$ cat src/rtl/c_b_pkg.sv
// c_b_pkg: shared definitions for the c-to-b link transmit side.
//   C_B_W        forward word width (135)
//   *_BIT/*_LSB  field offsets inside the forward word
//   c_b_word_t   packed view of the forward word
//   credit_t     credit counter / depth type
//   c_b_state_t  link FSM state
package c_b_pkg;

    localparam int C_B_W    = 135;
    localparam int DATA_W   = 128;
    localparam int SEQ_FW   = 4;
    localparam int NB_W     = 2;
    localparam int CREDIT_W = 6;

    localparam int LAST_BIT = 134;
    localparam int NB_LSB   = 132;
    localparam int SEQ_LSB  = 128;
    localparam int DATA_LSB = 0;

    typedef struct packed {
        logic              last;
        logic [NB_W-1:0]   nbeats;   // beats in word minus one
        logic [SEQ_FW-1:0] seq;
        logic [DATA_W-1:0] data;
    } c_b_word_t;

    typedef logic [CREDIT_W-1:0] credit_t;

    typedef enum logic [0:0] {
        INIT = 1'b0,
        RUN  = 1'b1
    } c_b_state_t;

endpackage

$ cat src/rtl/c_b_credit_ctr.sv
// c_b_credit_ctr: credit counter for the c-to-b link.
//   clk, rst_n  clock / async active-low reset
//   load        latch load_val as both the credit count and the ceiling
//   load_val    advertised credit depth from b
//   ret         one credit returned this cycle
//   send        one credit consumed this cycle
//   credits     current credit count
//   err_ovf     sticky: a credit came back while already at the ceiling
module c_b_credit_ctr
    import c_b_pkg::*;
(
    input  logic    clk,
    input  logic    rst_n,
    input  logic    load,
    input  credit_t load_val,
    input  logic    ret,
    input  logic    send,
    output credit_t credits,
    output logic    err_ovf
);

    credit_t cmax;

    always_ff @(posedge clk or negedge rst_n) begin
        if (!rst_n) begin
            credits <= '0;
            cmax    <= '0;
            err_ovf <= 1'b0;
        end else if (load) begin
            credits <= load_val;
            cmax    <= load_val;
        end else begin
            case ({ret, send})
                2'b10: begin
                    // A return at the ceiling means b handed back more
                    // than it granted; keep the count sane and flag it.
                    if (credits == cmax) err_ovf <= 1'b1;
                    else                 credits <= credits + credit_t'(1);
                end
                2'b01:   credits <= credits - credit_t'(1);
                default: ;  // idle, or return and send cancel out
            endcase
        end
    end

endmodule

$ cat src/rtl/c_b_tx.sv
// c_b_tx: transmit end of the c-to-b link.
// Packs IN_W-bit upstream beats into BEATS-lane words, holds one finished
// word in an out register and sends it to b when a credit is available.
//   clk, rst_n  clock / async active-low reset
//   in_data/in_valid/in_last/in_ready  upstream beat handshake
//   c_b_0       forward word {last, nbeats-1, seq, data}
//   c_b_1       forward word valid (send strobe)
//   b_c_0       credit return, one per high cycle
//   b_c_1       credit depth advertised by b; nonzero starts the link
//   credits     current credit count
//   err_ovf     sticky credit-overflow error
module c_b_tx
    import c_b_pkg::*;
#(
    parameter int IN_W  = 32,
    parameter int BEATS = 4,
    parameter int SEQ_W = 4
) (
    input  logic             clk,
    input  logic             rst_n,
    input  logic [IN_W-1:0]  in_data,
    input  logic             in_valid,
    input  logic             in_last,
    output logic             in_ready,
    output logic [C_B_W-1:0] c_b_0,
    output logic             c_b_1,
    input  logic             b_c_0,
    input  logic [5:0]       b_c_1,
    output logic [5:0]       credits,
    output logic             err_ovf
);

    if (IN_W*BEATS + SEQ_W + 3 != C_B_W) begin : g_bad_width
        $error("c_b_tx: IN_W*BEATS + SEQ_W + 3 must equal 135");
    end
    if (IN_W*BEATS != DATA_W || SEQ_W != SEQ_FW) begin : g_bad_fields
        $error("c_b_tx: field widths disagree with c_b_pkg");
    end

    c_b_state_t                  state;
    logic [NB_W-1:0]             beat_idx;
    logic [BEATS-1:0][IN_W-1:0]  pack_q;
    logic [BEATS-1:0][IN_W-1:0]  word_data;
    logic                        out_valid;
    logic                        out_last;
    logic [NB_W-1:0]             out_nb;
    logic [BEATS-1:0][IN_W-1:0]  out_data;
    logic [SEQ_W-1:0]            seq;
    c_b_word_t                   out_word;

    logic run, send, completes, accept, load;

    assign run       = (state == RUN);
    assign load      = (state == INIT) && (b_c_1 != '0);
    assign send      = out_valid && (credits != '0) && run;
    assign completes = in_last || (beat_idx == NB_W'(BEATS-1));
    // A completing beat needs the out register free by the same edge.
    assign in_ready  = run && !(completes && out_valid && !send);
    assign accept    = in_valid && in_ready;

    assign c_b_1 = send;

    // Seq is stamped from the live counter, so a word stalled on credits
    // always shows the number it will actually be sent with.
    always_comb begin
        out_word        = '0;
        out_word.last   = out_last;
        out_word.nbeats = out_nb;
        out_word.seq    = seq;
        out_word.data   = out_data;
    end
    assign c_b_0 = out_valid ? out_word : '0;

    // Lanes past beat_idx are already zero because pack_q is cleared on
    // every completion, so a short word needs no extra masking.
    always_comb begin
        word_data           = pack_q;
        word_data[beat_idx] = in_data;
    end

    always_ff @(posedge clk or negedge rst_n) begin
        if (!rst_n) state <= INIT;
        else if (load) state <= RUN;
    end

    always_ff @(posedge clk or negedge rst_n) begin
        if (!rst_n) begin
            beat_idx  <= '0;
            pack_q    <= '0;
            out_valid <= 1'b0;
            out_last  <= 1'b0;
            out_nb    <= '0;
            out_data  <= '0;
            seq       <= '0;
        end else begin
            if (send) seq <= seq + SEQ_W'(1);

            if (accept && completes) begin
                out_valid <= 1'b1;
                out_last  <= in_last;
                out_nb    <= beat_idx;
                out_data  <= word_data;
                pack_q    <= '0;
                beat_idx  <= '0;
            end else begin
                if (send) out_valid <= 1'b0;
                if (accept) begin
                    pack_q[beat_idx] <= in_data;
                    beat_idx         <= beat_idx + NB_W'(1);
                end
            end
        end
    end

    c_b_credit_ctr u_credit (
        .clk      (clk),
        .rst_n    (rst_n),
        .load     (load),
        .load_val (b_c_1),
        .ret      (b_c_0 && run),
        .send     (send),
        .credits  (credits),
        .err_ovf  (err_ovf)
    );

endmodule

$ cat config.mk
export PLATFORM = sky130hd
export DESIGN_NAME = c_b_tx
export DESIGN_NICKNAME = d
export VERILOG_FILES = /design/src/rtl/c_b_pkg.sv /design/src/rtl/c_b_credit_ctr.sv /design/src/rtl/c_b_tx.sv
export SDC_FILE = /design/constraint.sdc
export NUM_CORES = 1
export LEC_CHECK = 0
export ABC_AREA = 1
export CELL_PAD_IN_SITES_DETAIL_PLACEMENT = 2
export CELL_PAD_IN_SITES_GLOBAL_PLACEMENT = 2
export CORE_MARGIN = 4
export CORE_UTILIZATION = 29
export CTS_CLUSTER_SIZE = 40
export DETAILED_ROUTE_END_ITERATION = 6
export HOLD_SLACK_MARGIN = 0.12
export PLACE_DENSITY = 0.87
export RECOVER_POWER = 50
export SLEW_MARGIN = 40
export SYNTH_ARGS = -nofsm -noshare
export SYNTH_HDL_FRONTEND = slang
export SYNTH_SLANG_ARGS = --single-unit
$ cat constraint.sdc
create_clock -name clk -period 2 [get_ports clk]
set_clock_uncertainty 0.1 [all_clocks]
set_input_delay 0.6 -clock clk [delete_from_list [all_inputs] [get_ports clk]]
set_output_delay 0.6 -clock clk [all_outputs]
set_load 0.05 [all_outputs]
# Word level (Yosys, flattened, before mapping)

Index checks and enable logic that the tools add are counted.

Register bits after elaboration: 280
Input bits: 43
Output and inout bits: 144
Word-level logic and storage cells: 63

$add $sub $neg: 4
Order comparisons: 2
Equality and inequality tests: 5
Multiplexer cells: 13
Bitwise logic cells: 2
Reductions and logical operators: 20

Operator list:

| kind                                                               | number |
|---|---|
| 2-to-1 mux 128 bit                                                 | 2 |
| 2-to-1 mux 135 bit                                                 | 1 |
| bitwise mux 128 bit                                                | 1 |
| demux 32 bit (select 2 bit)                                        | 1 |
| 2-to-1 mux 32 bit                                                  | 1 |
| 2-to-1 mux 6 bit                                                   | 2 |
| case mux 6 bit (2 select lines)                                    | 1 |
| nonzero test 6 bit                                                 | 2 |
| logical AND 1 bit                                                  | 10 |
| adder 6 x 1 -> 6 bit (second input constant)                       | 1 |
| equality test 6 bit                                                | 1 |
| subtractor 6 x 1 -> 6 bit (second input constant)                  | 1 |
| adder 4 x 1 -> 4 bit (second input constant)                       | 1 |
| equality test 2 bit (second input constant)                        | 2 |
| 2-to-1 mux 2 bit                                                   | 2 |
| nonzero test 2 bit                                                 | 2 |
| < comparator 2 x 3 -> 1 bit (second input constant)                | 1 |
| inequality test 3 bit (second input constant)                      | 1 |
| AND reduction 3 bit                                                | 1 |
| nonzero test 3 bit                                                 | 1 |
| adder 2 x 1 -> 2 bit (second input constant)                       | 1 |
| equality test 2 x 1 -> 1 bit (second input constant)               | 1 |
| greater-or-equal comparator 2 x 1 -> 1 bit (second input constant) | 1 |
| logical NOT 1 bit                                                  | 2 |
| other kinds (4)                                                    | 6 |

# Logic depth before layout (Yosys ltp)

Word-level depth: 10
Gate-level depth with buffers: 14

# Modules after synthesis

From an unflattened synthesis, not the netlist that was laid out.

Cells, all modules: 2194
Area total of the unflattened synthesis: 15073.2 sq um

Modules (own cells, without submodules):

| module         | times used | cells each | area an instance (sq um) |
|---|---|---|---|
| c_b_tx         | 1          | 2061       | 14187.4 |
| c_b_credit_ctr | 1          | 133        | 885.8 |

# Worst setup path after synthesis

Ideal clock, no wire load.

Path kind: reg2reg
Start point: register u_credit.credits[5]
End point: register out_nb[0]
Setup time: 0.121 ns
Arrival: 2.165 ns
Slack: -0.386 ns
Stages on the path, launching flop included: 14
Buffers on the path: 2
Period minus slack after synthesis: 2.386 ns
Cells stage by stage: dfrtp_1 -> nor2_1 -> nand3_2 -> nand2_2 -> nand2_2 -> nor2_2 -> nor2_4 -> nand2_4 -> nor2_8 -> inv_4 -> buf_6 -> buf_6 -> nand2_1 -> o21ai_2

Longest elaborated chain between the ends: 9

Ends and longest elaborated chain:

| item                           | line                 | source |
|---|---|---|
| start: declaration             | c_b_credit_ctr.sv:18 | `output credit_t credits,` |
| start signal: assignment       | c_b_credit_ctr.sv:30 | `credits <= load_val;` |
| start signal: assignment       | c_b_credit_ctr.sv:38 | `else credits <= credits + credit_t'(1);` |
| start signal: assignment       | c_b_credit_ctr.sv:40 | `2'b01: credits <= credits - credit_t'(1);` |
| nonzero test 6 bit             | c_b_tx.sv:55         | `assign send = out_valid && (credits != '0) && run;` |
| logical AND 1 bit (2 in a row) | c_b_tx.sv:55         |  |
| logical NOT 1 bit              | c_b_tx.sv:58         | `assign in_ready = run && !(completes && out_valid && !send);` |
| logical AND 1 bit              | c_b_tx.sv:58         |  |
| logical NOT 1 bit              | c_b_tx.sv:58         |  |
| logical AND 1 bit              | c_b_tx.sv:58         |  |
| named net in_ready             | c_b_tx.sv:24         | `output logic in_ready,` |
| logical AND 1 bit              | c_b_tx.sv:59         | `assign accept = in_valid && in_ready;` |
| logical AND 1 bit              | c_b_tx.sv:98         | `if (accept && completes) begin` |
| end signal: assignment         | c_b_tx.sv:101        | `out_nb <= beat_idx;` |
| end: declaration               | c_b_tx.sv:46         | `logic [NB_W-1:0] out_nb;` |

The timed path passes the listed nets, and every way through them passes these cells.
A chain may end at the register's enable or synchronous reset.

# Final worst setup path

Start point: register out_valid
End point: output c_b_0[37]

Longest elaborated chain between the ends: 1

Ends and longest elaborated chain:

| item                     | line          | source |
|---|---|---|
| start: declaration       | c_b_tx.sv:44  | `logic out_valid;` |
| start signal: assignment | c_b_tx.sv:90  | `out_valid <= 1'b0;` |
| start signal: assignment | c_b_tx.sv:99  | `out_valid <= 1'b1;` |
| start signal: assignment | c_b_tx.sv:106 | `if (send) out_valid <= 1'b0;` |
| 2-to-1 mux 135 bit       | c_b_tx.sv:72  | `assign c_b_0 = out_valid ? out_word : '0;` |
| end: declaration         | c_b_tx.sv:25  | `output logic [C_B_W-1:0] c_b_0,` |

No other way between the ends.

==> metrics.md <==
| Metric | Value |
|---|---|
| Least-Margin Pin Slew | roughly 1.2 ns |
| Status | finished, violations left |
| Synth warnings | 0 |
| # DRC | 0 |
| Routed vias | ~12000 |
| Die H | between 200 and 250 microns |
| Syn Inst Count | roughly 1700 |
| FP Rows | 78 |
| Final worst setup slack | -0.510 ns |
| N_diodes | 0 |
| Crit path time final | about 2.5 ns |
| Via density | a little under 5 |
| WL met3 | between 1500 and 2000 microns |
| Mapped Area | about 14000 sq um |
| Syn Area/Cell | between 8 and 9 sq um |
| Die width | approximately 220 microns |
| Met1 wire length | 23600 microns |
| Unrepaired setup endpoints after global routing | yes |
| Top cell type's share of synthesized area | about half |
| Crit path kind | flip-flop to primary output |
| CTS root buffer | clkbuf_16 |
| Fmax | ~400 MHz |
| Total CTS buffers | 34 |
| CTS tree | yes |
| Final Util | between 40% and 50% |
| Failing checks | setup timing |
| Starting DRT DRC Count | 649 |
| Most frequent cells in the layout | 420 x nand2_1, 273 x dfrtp_1, 238 x inv_1 |
| Worst Setup Start Kind | flip-flop |
| GR Overflow Total | 0 |
| Gr usage total | between 20% and 30% |
| Leakage | 9.72 nW |
| Post-Layout Cell Count | about 2500 |
| Share of cells above drive strength 1 | between 20% and 30% |
| Die ar. | between 50000 and 60000 sq um |
| Reg clk slew, reported paths | 0.06 ns |
| Layout net count | ~2000 |
| Layout area overhead | 49.2% |
| Area contributors post-synth | dfrtp_1 52%, nand2_1 14%, inv_1 9.5% |
| Most common cell after layout, fill and taps aside | nand2_1 |
| Met2 WL | roughly 31000 microns |
| Vias in the first global route | around 14000 |
| Initial Util | just under 30% |
| Initial antenna violation count | 0 |
| H-tree depth | 2 |
| Register area share after synthesis | slightly above 50% |
| Critical path capture point type | primary output |
| Cell variety after synth | 32 |
| Syn nets | between 1500 and 2000 |
| Final wirelength | 57600 microns |
| Worst-skew pair later-pin latency | 0.53 ns |
| Relative max-transition margin | between 10% and 20% |
| Max-Cap Viols | 0 |
| Critical path peak fanout | 17 |
| DPL Wire Length | 36400 microns |
| Worst-case vdd ir drop | slightly below 0.0008 V |
| Period Utilization, post-route | 125% |
| Pins Over Slew Limit | 0 |
| Placed Cells | approximately 2400 |
| Drt first pass iters | 5 |
| #FFs+latches synth | between 200 and 300 |
| Hold Path Class | flip-flop to flip-flop |
| Final Hold Fails | 0 |
| Req. time, crit path | ~1.3 ns |
| Cell Pwr Density | 1590 nW/um^2 |
| Largest net degree at the start of global routing | 65 |
| Core region area | about 46000 sq um |
| Setup Viol. Count Final | between 300 and 400 |
| First-pass GRT wire length | about 86000 microns |
| Worst EP arrival | 1.81 ns |
| Post-DR wirelength/cell | around 23 microns |
| CTS Sinks | 280 |
| Remaining antenna violation count | 0 |
| Port Buffers | ~190 |
| Gpl congestion | between 0.7 and 0.8 |
| Max Root-Sink Buffers | 3 |
| Dominant cell type by area after synthesis | dfrtp_1 |
| # IOs | approximately 190 |
| Highest signal layer in the routed design | met4 |
[routing by layer]
metal / up-vias / GRT usage, %
li1: 5587 / -
met1: 6395 / 26.7
met2: 264 / 39.8
met3: 92 / 2.96
met4: 0 / 7.12
met5: - / 0
[through the flow]
step                setup WS [ns]  power (mW)  TNS (ns)  area (sq um)  hold WS [ns]
floorplan                  -0.237        16.7    -46.76         13700         0.204
global placement           -0.466        22.8   -101.92         18100         0.348
detailed placement         -0.592        23.7   -121.15         18100         0.360
CTS                        -0.527        31.4    -81.12         19800         0.376
global route               -0.569        33.7   -115.51         20200         0.405
finish                     -0.510        32.0    -68.83         20200         0.372
[logic make-up after synthesis]
| logic type | synth area share (%) |
|---|---|
| flip-flops | 51.9 |
| XOR/XNOR | 0.259 |
| buffers and inverters | 13.9 |
| multiplexers | 2.37 |
| AO/OA/AOI/OAI | 12.6 |
| AND/OR/NAND/NOR | 18.4 |
| adder cells (fa/ha/maj) | 0.556 |
[synthesized netlist by cell type (all sizes together)]
cell type / instances
o21ai: 239
o22ai: 52
mux2i: 32
nand2: 525
nor3: 1
dfrtp: 280
o41ai: 1
inv: 344
ha: 6
nand4: 7
nand3b: 1
nand3: 56
buf: 53
xor2: 1
xnor2: 3
nor4: 4
a21oi: 8
nor2: 26
clkbuf: 44
[power breakdown]
group	internal, mW	switching [mW]
Clock	3.35	2.60
Sequential	7.44	1.37
Combinational	6.77	10.4
[worst paths after layout]
check                       startpoint            to  slack [ns]  cells past startpoint
max                          out_valid     c_b_0[37]       -0.51                      6
min                        pack_q[123]   pack_q[123]        0.37                      2
max reg2reg                  out_valid    pack_q[76]       -0.18                     11
min reg2reg                pack_q[123]   pack_q[123]        0.37                      2
max in group asynchronous        rst_n  out_data[11]        0.06                      3
min in group asynchronous        rst_n  out_data[73]        0.79                      2
[worst max-delay path, cell delays in order (launching register included)]
cell and delay (ns):
dfrtp_4 0.51, buf_12 0.17, buf_12 0.18, buf_4 0.15
nand2_4 0.06, inv_2 0.05, buf_12 0.14
[flip-flops by register name (all words and copies together) (netlist names)]
name              flops
out_valid             1
out_data            128
out_last              1
run                   1
u_credit.credits      6
seq                   4
beat_idx              2
u_credit.err_ovf      1
out_nb                2
pack_q              128
u_credit.cmax         6
[final cells by class]
| class | instances | area (sq um) |
|---|---|---|
| Clock inverter | 10 | 68.8 |
| Clock buffer | 46 | 956 |
| Sequential cell | 280 | 7020 |
| Fill cell | 4815 | 25500 |
| Tap cell | 600 | 751 |
| Inverter | 344 | 1520 |
| Timing Repair Buffer | 281 | 4690 |
| Multi-Input combinational cell | 962 | 5150 |
[timing repair]
item                                    CTS  global route
hold buffers                              1             0
endpoints found under the setup margin  344           405
buffers inserted                          6             2
pin swaps                                 4             7
gates cloned                              6             7
hold endpoints to repair                 35             0
gates resized for setup                 176            75
Power figures use the tool's default switching activity.
